**config.mk**
```make
export PLATFORM = sky130hd
export DESIGN_NAME = mem_responder
export DESIGN_NICKNAME = d
export VERILOG_FILES = /design/src/rtl/mem_pkg.sv /design/src/rtl/mem_array.sv /design/src/rtl/mem_responder.sv
export SDC_FILE = /design/constraint.sdc
export NUM_CORES = 1
export LEC_CHECK = 0
export BUFFER_PORTS_ARGS = -buffer_cell sky130_fd_sc_hd__buf_4
export CORE_AREA = 4 4 183 185
export DETAILED_ROUTE_END_ITERATION = 8
export DIE_AREA = 0 0 187 189
export SYNTH_ARGS = -nofsm -noshare
export SYNTH_HDL_FRONTEND = slang
export SYNTH_HIERARCHICAL = 1
export SYNTH_SLANG_ARGS = --single-unit
```
**constraint.sdc**
```tcl
create_clock -name clk -period 4.8 [get_ports clk]
set_clock_uncertainty 0.2 [all_clocks]
set_input_delay 0.48 -clock clk [delete_from_list [all_inputs] [get_ports clk]]
set_output_delay 0.48 -clock clk [all_outputs]
set_load 0.01 [all_outputs]
```
**src/rtl/mem_pkg.sv**
```systemverilog
// Shared defaults, FSM encoding and error-bit indices for the memInt memory responder.
package mem_pkg;
  localparam int DEF_ADDR_W = 5;
  localparam int DEF_DATA_W = 8;
  localparam int DEF_DEPTH  = 2 ** DEF_ADDR_W;
  localparam int DEF_CNT_W  = 16;

  typedef enum logic {IDLE, CLEAR} mem_state_e;

  localparam int ERR_RW   = 0;
  localparam int ERR_BUSY = 1;
endpackage

```
**src/rtl/mem_array.sv**
```systemverilog
// DEPTH x DATA_W storage: one write port, one registered read port with enable.
module mem_array #(
  parameter int ADDR_W = 5,
  parameter int DATA_W = 8,
  parameter int DEPTH  = 2 ** ADDR_W
) (
  input  logic              clk,
  input  logic              rst_n,
  input  logic              we,
  input  logic [ADDR_W-1:0] waddr,
  input  logic [DATA_W-1:0] wdata,
  input  logic              re,
  input  logic [ADDR_W-1:0] raddr,
  output logic [DATA_W-1:0] rdata
);
  logic [DATA_W-1:0] mem [DEPTH];
  logic [DATA_W-1:0] rdata_q, rdata_d;

  // Contents are deliberately not reset; only the read register is.
  always_ff @(posedge clk)
    if (we) mem[waddr] <= wdata;

  always_comb rdata_d = re ? mem[raddr] : rdata_q;

  always_ff @(posedge clk)
    if (!rst_n) rdata_q <= '0;
    else        rdata_q <= rdata_d;

  assign rdata = rdata_q;
endmodule

```
**src/rtl/mem_responder.sv**
```systemverilog
// memInt memory-side responder: arbitrated RAM access, clear sweep, sticky errors, counters.
module mem_responder
  import mem_pkg::*;
#(
  parameter int ADDR_W = DEF_ADDR_W,
  parameter int DATA_W = DEF_DATA_W,
  parameter int DEPTH  = 2 ** ADDR_W,
  parameter int CNT_W  = DEF_CNT_W
) (
  input  logic              clk,
  input  logic              rst_n,
  input  logic              read,
  input  logic              write,
  input  logic [ADDR_W-1:0] addr,
  input  logic [DATA_W-1:0] data_in,
  output logic [DATA_W-1:0] data_out,
  input  logic              clear_req,
  output logic              busy,
  output logic [1:0]        err,
  output logic [CNT_W-1:0]  wr_count,
  output logic [CNT_W-1:0]  rd_count
);
  mem_state_e        state_q, state_d;
  logic [ADDR_W-1:0] ptr_q, ptr_d;
  logic [1:0]        err_q, err_d;
  logic [CNT_W-1:0]  wr_q, wr_d, rd_q, rd_d;
  logic              mem_we, mem_re;
  logic [ADDR_W-1:0] mem_waddr;
  logic [DATA_W-1:0] mem_wdata;
  logic              last_ptr;

  assign last_ptr = (ptr_q == ADDR_W'(DEPTH - 1));

  always_ff @(posedge clk)
    if (!rst_n) begin
      state_q <= IDLE;
      ptr_q   <= '0;
      err_q   <= '0;
      wr_q    <= '0;
      rd_q    <= '0;
    end else begin
      state_q <= state_d;
      ptr_q   <= ptr_d;
      err_q   <= err_d;
      wr_q    <= wr_d;
      rd_q    <= rd_d;
    end

  always_comb begin
    state_d = state_q;
    case (state_q)
      IDLE:    if (clear_req) state_d = CLEAR;
      CLEAR:   if (last_ptr)  state_d = IDLE;
      default: state_d = IDLE;
    endcase
  end

  always_comb begin
    ptr_d     = ptr_q;
    err_d     = err_q;
    wr_d      = wr_q;
    rd_d      = rd_q;
    mem_we    = 1'b0;
    mem_re    = 1'b0;
    mem_waddr = addr;
    mem_wdata = data_in;
    case (state_q)
      IDLE: begin
        if (clear_req) begin
          // Clear start wipes history, but an access on this same edge is still a busy violation.
          ptr_d           = '0;
          err_d           = '0;
          err_d[ERR_BUSY] = read | write;
          wr_d            = '0;
          rd_d            = '0;
        end else if (read && write) begin
          err_d[ERR_RW] = 1'b1;
        end else if (write) begin
          mem_we = 1'b1;
          if (wr_q != '1) wr_d = wr_q + CNT_W'(1);
        end else if (read) begin
          mem_re = 1'b1;
          if (rd_q != '1) rd_d = rd_q + CNT_W'(1);
        end
      end
      CLEAR: begin
        mem_we    = 1'b1;
        mem_waddr = ptr_q;
        mem_wdata = '0;
        ptr_d     = ptr_q + ADDR_W'(1);
        if (read || write) err_d[ERR_BUSY] = 1'b1;
      end
      default: ;
    endcase
  end

  always_comb begin
    busy     = (state_q == CLEAR);
    err      = err_q;
    wr_count = wr_q;
    rd_count = rd_q;
  end

  // Gating with rst_n makes a reset edge abort the sweep without zeroing one more word.
  mem_array #(.ADDR_W(ADDR_W), .DATA_W(DATA_W), .DEPTH(DEPTH)) u_array (
    .clk   (clk),
    .rst_n (rst_n),
    .we    (mem_we & rst_n),
    .waddr (mem_waddr),
    .wdata (mem_wdata),
    .re    (mem_re & rst_n),
    .raddr (addr),
    .rdata (data_out)
  );
endmodule

```
==> reports/results.tsv <==
metric	value	unit
cts_tree	done	
cts.sinks	304	
syn2layout_area_growth	15.8	%
maxSlewViolCount	0	
diodes	0	
nNetsFinal	953	
synthFlopType	edfxtp_1	
final_util	45.6	%
post_cts_buffers	0	
p_per_area	401	nW/µm²
post-route-drc-count	0	
layout-drive-gt1-share	16.0	%
power	5.86	mW
yosys_warnings	6	
io_pins	61	
ant_nets	0	
coreArea	32000	µm²
synth_top_family_by_area	multiplexers	
die_x	187	µm
yosys.area_share.simple	8.23	%
synth_top_area_share	61.0	%
crit_type	reg2reg	
vias	7718	
port_buffers	60	
place_congestion	0.879	
p_leak	5.19	nW
htree_levels	1	
synth.avg_cell_area	14.4	µm²
ys_ff_latch	304	
syn_area	12600	µm²
cts_buffers	31	
postSynthCellCount	875	
hold_depth	2	
ctsLongestPathBuffers	3	
cp_max_fo	8	
period_needed	3090	ps
synth_edf_count	256	
synth.most_common_cell	edfxtp_1	
clockRootBuffer	clkbuf_16	
crit_start	busy$_SDFF_PN0_	
start_util	39.4	%
rsz0062_at_grt	no	
synth_compound_area_share	9.66	%
synth_fp_nets	897	
reg2reg_depth	5	
async_reset_ff_share	0	%
cts_resized	0	
hold_viol	0	
synth_top_area_cell	edfxtp_1	
cp_cell_sequence	nand2b_1 > nand2_1 > nor2_1 > nand3_1 > nor2_1	
ys_top_cells_by_count	edfxtp_1 (256), mux2i_1 (131), a22oi_1 (64)	
synth_mux_area_share	10.8	%
worst_pin_slew	947	ps
antenna_found_initial	0	
cp-end-kind	flop	
grt_max_degree	48	
required	4790	ps
slew_headroom	36.8	%
drv_cap	0	
hp-start	write	
drtPass1Iterations	5	
cp_common_cell	nor2_1	
clkTransAtPathRegs	60	ps
ir_worst_vdd	0.293	mV
drt-total-wl	30400	µm
gr-total-overflow	0	
synthAdderAreaFrac	0.397	%
ys_top_cells_by_area	edfxtp_1 (61%), mux2i_1 (10%), dfxtp_1 (7.6%)	
worstReg2RegStart	busy$_SDFF_PN0_	
max_freq	324	MHz
first_global_vias	7437	
hold_buffers	0	
dp_hpwl	19400	µm
wire_per_inst	22.3	µm
clk_latency	580	ps
arrival	3070	ps
hold_class	in2reg	
grt_usage	16.6	%
setup_viol	0	
status	complete, no violations	
hold_ws	54.7	ps
die_h	189	µm
synth-xor-area-share	0.139	%
die-area	35300	µm²
vias_per_cell	5.66	
row_count	66	
crit_path_top_delay_cell	nor2_1	
n_fill_cell	2848	
synthDistinctLibCells	59	
setup_tns	0	ps
cp-start-kind	flop	
fin_crit_sh	64.3	%
drt_iter0_drc	722	
slowest_delay	770	ps
grt_pass1_wl	45700	µm
synth_seq_area_share	68.6	%
critical path, delay by kind of cell, from the launching register on:
kind,cells,cell delay (ps)
flops,1,320
simple gates,5,2200
sequential cells by signal, indices dropped and copies added, names as in the netlist:
| register | flops |
|---|---|
| busy | 1 |
| err | 2 |
| ptr_q | 5 |
| rd_count | 16 |
| u_array/mem | 256 |
| u_array/rdata | 8 |
| wr_count | 16 |
cells in the final DEF (no fill, tap or decap), types with 13 or more instances in the layout:
cell type  synthesis  layout
a22oi_1           64      64
nand2_1           27      27
clkbuf_16          0      31
nand4_1           13      13
o21ai_0           23      23
nand3_1           19      19
nor2_1            52      51
mux2i_1          131     131
a21oi_1           55      55
dfxtp_1           48      48
edfxtp_1         256     256
buf_4              9      70
routing by layer:
layer	up-vias	track usage [%]	share of wire, %
li1	3554	-	-
met1	3835	24.0	45
met2	277	26.4	46
met3	52	2.73	7.1
met4	0	4.27	2.5
met5	-	0	0
layout make-up:
class | count | area [µm²] | share of cell area [%]
clock inverters | 23 | 330 | 2.26
flip-flops and latches | 304 | 8650 | 59.2
multi-input cells | 519 | 3750 | 25.7
clock buffers | 35 | 811 | 5.55
well taps | 408 | 510 | 3.50
inverters | 4 | 15.0 | 0.103
repair buffers | 71 | 537 | 3.68
path summary, 6_finish.rpt:
| path | to | slack (ps) |
|---|---|---|
| min reg2reg | rd_count[15]$_SDFFE_PN0P_ | 310 |
| max reg2reg | u_array/mem[19][5]$_DFFE_PP_ | 1710 |
| min | err[1]$_SDFFE_PN0P_ | 50 |
| max | u_array/mem[19][5]$_DFFE_PP_ | 1710 |
stage by stage:
stage | cell area (µm²) | std cells | worst slack (ps)
after floorplan | 12600 | 875 | 1920
after global placement | 13500 | 1306 | 1540
after detailed placement | 13500 | 1306 | 1440
after CTS | 14600 | 1364 | 1710
after global routing | 14600 | 1364 | 1550
final | 14600 | 1364 | 1710
kinds of logic (layout without fill, tap and decap cells):
logic type,Yosys count,in the layout
flops,304,304
simple gates,189,189
compound gates,188,188
mux,136,136
buf+inv,52,133
fa+ha+maj,4,4
xor+xnor,2,2
power by group:
group	switching [mW]	total, mW	leakage, nW	internal (mW)
sequential	0.00767	2.89	2.71	2.88
clock	1.00	2.65	0.551	1.64
combinational	0.218	0.322	1.93	0.104
total	1.23	5.86	5.19	4.63
Note: power is estimated with default switching activity, not from simulation.
